--- src/rtl/rr_arb_pkg.sv ---
// Shared types and constants for the 4-way round-robin burst arbiter.
package rr_arb_pkg;

  localparam int N_REQ = 4;

  typedef enum logic {
    IDLE  = 1'b0,
    BURST = 1'b1
  } arb_state_t;

  typedef logic [1:0] src_idx_t;

  // Round-robin successor; the 2-bit width makes 3 wrap to 0.
  function automatic src_idx_t next_idx(input src_idx_t i);
    return i + 2'd1;
  endfunction

endpackage

--- src/rtl/rr_pick_4.sv ---
// Combinational rotating-priority picker: returns the first asserted request
// found when scanning ptr, ptr+1, ptr+2, ptr+3 (mod 4).
module rr_pick_4
  import rr_arb_pkg::*;
(
  input  logic [N_REQ-1:0] req,
  input  src_idx_t         ptr,
  output logic             any,
  output src_idx_t         idx
);

  src_idx_t cand;

  // Scan from ptr upward; the first hit wins and later hits are ignored.
  always_comb begin
    // NOTE: every output of a combinational block gets a default before any
    // conditional assignment, otherwise an untaken path infers a latch.
    any  = 1'b0;
    idx  = ptr;
    cand = ptr;
    for (int k = 0; k < N_REQ; k++) begin
      cand = ptr + src_idx_t'(k);
      if (!any && req[cand]) begin
        any = 1'b1;
        idx = cand;
      end
    end
  end

endmodule

--- src/rtl/rr_burst_arb_4.sv ---
// Round-robin arbiter that grants whole bursts from 4 producers onto one
// registered valid/ready output channel.
module rr_burst_arb_4
  import rr_arb_pkg::*;
#(
  parameter int W = 4
) (
  input  logic               clk,
  input  logic               rst_n,
  input  logic [N_REQ-1:0]   req_valid,
  input  logic [N_REQ-1:0]   req_last,
  input  logic [N_REQ*W-1:0] req_data,
  output logic [N_REQ-1:0]   req_ready,
  output logic               out_valid,
  output logic [W-1:0]       out_data,
  output logic               out_last,
  output src_idx_t           out_sel,
  input  logic               out_ready,
  output logic               busy
);

  arb_state_t state;
  src_idx_t   ptr;
  src_idx_t   lock;

  logic       pick_any;
  src_idx_t   pick_idx;
  src_idx_t   src;
  logic       slot_free;
  logic       xfer;
  logic       src_last;
  logic [W-1:0] src_data;

  rr_pick_4 u_pick (
    .req (req_valid),
    .ptr (ptr),
    .any (pick_any),
    .idx (pick_idx)
  );

  // The output register can take a beat when empty or being drained this cycle.
  assign slot_free = !out_valid || out_ready;

  // Active source: the locked one mid-burst, otherwise this cycle's RR winner.
  always_comb begin
    src       = pick_idx;
    req_ready = '0;
    if (state == BURST) begin
      src             = lock;
      req_ready[lock] = slot_free;
    end else if (pick_any) begin
      req_ready[pick_idx] = slot_free;
    end
  end

  assign xfer     = |(req_valid & req_ready);
  assign src_last = req_last[src];
  assign src_data = req_data[int'(src)*W +: W];
  assign busy     = (state == BURST);

  // Arbitration FSM: single beats stay in IDLE, multi-beat bursts lock the source.
  always_ff @(posedge clk or negedge rst_n) begin
    // NOTE: sequential state uses non-blocking assignments so every register
    // samples pre-edge values regardless of statement order.
    if (!rst_n) begin
      state <= IDLE;
      ptr   <= '0;
      lock  <= '0;
    end else begin
      case (state)
        IDLE: begin
          if (xfer) begin
            if (src_last) begin
              ptr <= next_idx(src);
            end else begin
              state <= BURST;
              lock  <= src;
            end
          end
        end
        BURST: begin
          if (xfer && src_last) begin
            state <= IDLE;
            ptr   <= next_idx(lock);
          end
        end
        default: state <= IDLE;
      endcase
    end
  end

  // Output stage: capture accepted beats, clear valid when drained, else hold.
  always_ff @(posedge clk or negedge rst_n) begin
    if (!rst_n) begin
      out_valid <= 1'b0;
      out_data  <= '0;
      out_last  <= 1'b0;
      out_sel   <= '0;
    end else if (xfer) begin
      out_valid <= 1'b1;
      out_data  <= src_data;
      out_last  <= src_last;
      out_sel   <= src;
    end else if (out_ready) begin
      out_valid <= 1'b0;
    end
  end

endmodule

--- config.mk ---
export PLATFORM = sky130hd
export DESIGN_NAME = rr_burst_arb_4
export DESIGN_NICKNAME = d
export VERILOG_FILES = /design/src/rtl/rr_arb_pkg.sv /design/src/rtl/rr_pick_4.sv /design/src/rtl/rr_burst_arb_4.sv
export SDC_FILE = /design/constraint.sdc
export NUM_CORES = 1
export LEC_CHECK = 0
export ABC_AREA = 1
export CAP_MARGIN = 10
export CORE_MARGIN = 4
export CORE_UTILIZATION = 49
export DETAILED_ROUTE_END_ITERATION = 8
export GPL_ROUTABILITY_DRIVEN = 0
export PLACE_DENSITY = 0.84
export SKIP_LAST_GASP = 1
export SLEW_MARGIN = 15
export SYNTH_ARGS = -nofsm -noshare
export SYNTH_HDL_FRONTEND = slang
export SYNTH_SLANG_ARGS = --single-unit
--- constraint.sdc ---
create_clock -name clk -period 4.15 [get_ports clk]
set_input_delay 0.415 -clock clk [delete_from_list [all_inputs] [get_ports clk]]
set_output_delay 0.415 -clock clk [all_outputs]
set_load 0.01 [all_outputs]
==> summary.txt <==
Global route
  – Total grt overflow: 0
  – First-pass GRT wire length: approximately 5.2 mm
  – Overall Global Routing Usage: between 10% and 20%
  – Largest net degree at the start of global routing: 14
  – Vias in the first global route: 1232
  – Antenna violations before repair: 0

Power
  – Int Power: around 700 µW
  – Gate power share: roughly four fifths
  – Sequential fraction of design power: between 10% and 20%
  – Worst ir drop on vdd: 0.6512 mV
  – NetSw: about 910 µW
  – Sw Ratio: a little under three fifths
  – Leak Pwr: between 0.8 and 0.9 nW
  – Clock group share of total power: roughly 4.9%
  – Design Power: about 1.6 mW
  – Pwr dens: around 1000 mW/mm²

Synthesis
  – Synth top area share: approximately a quarter
  – Yosys cell types: 25
  – Register area share after synthesis: 26.69%
  – Cells after Synth: 190
  – Synth area leaders: dfrtp_1, nand2_1, nand2_2, nand3_1, inv_1
  – Mean Syn Cell Area: between 6 and 7 µm²
  – Synth Register Bits: 13
  – Synth warn: 0
  – Synth Cell Area: approximately 0.0012 mm²
  – Largest area contributor in the netlist: dfrtp_1
  – Syn Nets: between 200 and 250

Worst setup path
  – CP Max Fanout: 11
  – Setup slack, reg-to-reg: approximately 1300 ps
  – Critical R2R Capture: ptr[1]
  – Worst R2R Path Depth: 17
  – Setup CP Type: flip-flop to primary output
  – Critical path origin: ptr[0]
  – CP Launch Type: flip-flop
  – Critical Path RT: 3730 ps
  – Critical path arrival: about 2700 ps
  – CP Capture Type: primary output
  – Crit path capture: req_ready[2]
  – Worst reg2reg startpoint: ptr[0]

STA
  – Unrepaired setup endpoints after global routing: false
  – Final Hold Viols: 0
  – Headroom to the max-slew limit: ~60%
  – Final clock skew: about 2.8 ps
  – Max-slew violations: 0
  – Fin crit period: approximately 3200 ps
  – Setup-failing EPs final: 0
  – Setup_tns: 0 ps
  – Slew at the pin with the worst max-slew slack: slightly below 600 ps
  – Final WS setup: approximately 990 ps
  – Final Cycle Share: 76.06%
  – Max Clk Rate: 0.3168 GHz

Clock tree
  – Clk buf depth: 2
  – # resized after CTS: 0
  – Root Driver: clkbuf_4
  – Sink Count: 13
  – Post-CTS Setup Repair Bufs: 0
  – Skew-Pair Late Insertion Delay: between 200 and 300 ps
  – CTS tree: done
  – Total CTS buffers: 3
  – H-Tree Depth: 1
  – CTS Hold Bufs: 0
  – Worst-path clk slew: around 80 ps

Place
  – Placed insts: around 250
  – Worst slack at placement: 1125 ps
  – Buffers on Ports: 39
  – HPWL after DPL: 2.610 mm

Floorplanning
  – Ports: 40
  – FP Rows: 17
  – Die area: ~0.0033 mm²
  – Starting Density: a little over half
  – Die width: around 58 µm
  – Die height: roughly 58 µm
  – Core Footprint: around 0.0023 mm²

Finish
  – Layout filler cell count: 216
  – Final net count: 256
  – Diodes inserted: 0
  – Multi-input logic area: 780.7 µm²
  – Share of cells above drive strength 1: approximately 15%
  – Finished Core Util: 70.70%
  – Most frequent cells in the layout: nand2_1, clkdlybuf4s50_1, nand3_1
  – Area delta synth->final: 33.27%
  – Final std cells w/o fill: around 260
  – Commonest non-fill, non-tap cell in the layout: nand2_1
  – Register area: roughly 330 µm²

Min path
  – HP Class: flip-flop to flip-flop
  – Worst hold start: out_last
  – Hold Crit Depth: 2

Job
  – Max-Cap Viols: 0

Drt
  – DR WL/cell: between 10 and 15 µm
  – Drt first-iter violations: 67
  – Via count: 1327
  – Number of nets with antenna violations after routing: 0
  – DRC viols: 0
  – Routed wire length: approximately 3.2 mm
  – Drt pass-1 iters: 4
  – Vias/cell: 5.184

Run status
  – Status: finished clean
## final cells by class
class,count,area share (%)
sequential,13,20.03
inverter,17,4.083
timing repair buffer,39,24.04
clock buffer,4,1.618
tap,28,2.157
multi-input combinational,155,48.07
## worst min path at each step
stage          slack [ps]                    endpoint
2_1_floorplan         120  asynchronous set/reset pin
3_3_place_gp          470                 out_data[3]
3_5_place_dp          470                 out_data[0]
4_1_cts               490                 out_data[0]
5_1_grt               510                 out_data[0]
6_report              490                    out_last
## logic make-up (layout without fill, tap and decap cells)
kind of cell | Yosys count | count (layout) | synth area share (%)
and+or+nand+nor | 139 | 139 | 56.26
buffers and inverters | 22 | 60 | 9.240
AOI/OAI and AO/OA | 15 | 15 | 7.084
DFF | 13 | 13 | 26.69
xor gates and xnor gates | 1 | 1 | 0.7188
## critical path, cell delays in order (launching register included)
cell and delay [ps]:
dfrtp_1 590, inv_2 150, nand2_1 130, nand2_1 80
nand2_1 60, nand2_1 90, nor2_4 160, nand4_1 160
nand2_1 160, inv_1 50, o21ai_1 180, nand2_1 70
inv_1 50, clkdlybuf4s50_1 530
## metrics by stage
step,hold slack [ps],instance area (µm²)
final,490.4,1624
after global routing,506.7,1624
after CTS,493.4,1624
after detailed placement,474.9,1598
after global placement,465.4,1598
after floorplan,119.4,1219
## cells in the mapped netlist
library cell / number
nand2_1: 74
nand3_1: 22
nand2_2: 18
inv_1: 14
dfrtp_1: 13
nor2_1: 7
o21ai_1: 6
nand2_4: 4
nand4_1: 4
o21ai_0: 4
buf_6: 3
nor2_4: 3
o211ai_1: 3
or2_1: 3
inv_2: 2
a21oi_1: 1
buf_2: 1
buf_4: 1
inv_4: 1
nand3_2: 1
nand3b_1: 1
nand4_2: 1
nor2_2: 1
o21ai_2: 1
xor2_1: 1
## power by group through the flow
| stage | clock, mW | sequential, mW | combinational, mW |
|---|---|---|---|
| global placement | 0 | 0.264 | 1.24 |
| finish | 0.0793 | 0.265 | 1.28 |
| global route | 0.0862 | 0.276 | 1.45 |
| floorplan | 0 | 0.258 | 0.989 |
| CTS | 0.0806 | 0.264 | 1.29 |
| detailed placement | 0 | 0.266 | 1.29 |
## layer usage
layer	wire length [µm]	vias to the layer above	GRT usage, %
met2	1739	39	37.26
met4	18	0	6.291
li1	-	683	-
met3	155	2	3.563
met1	1289	603	22.01
met5	0	-	0
## sequential cells by signal (all words and copies together) (netlist names), named ones only
register   cells
out_last       1
lock           2
ptr            2
out_valid      1
out_data       4
out_sel        2
(Power assumes the default switching activity.)
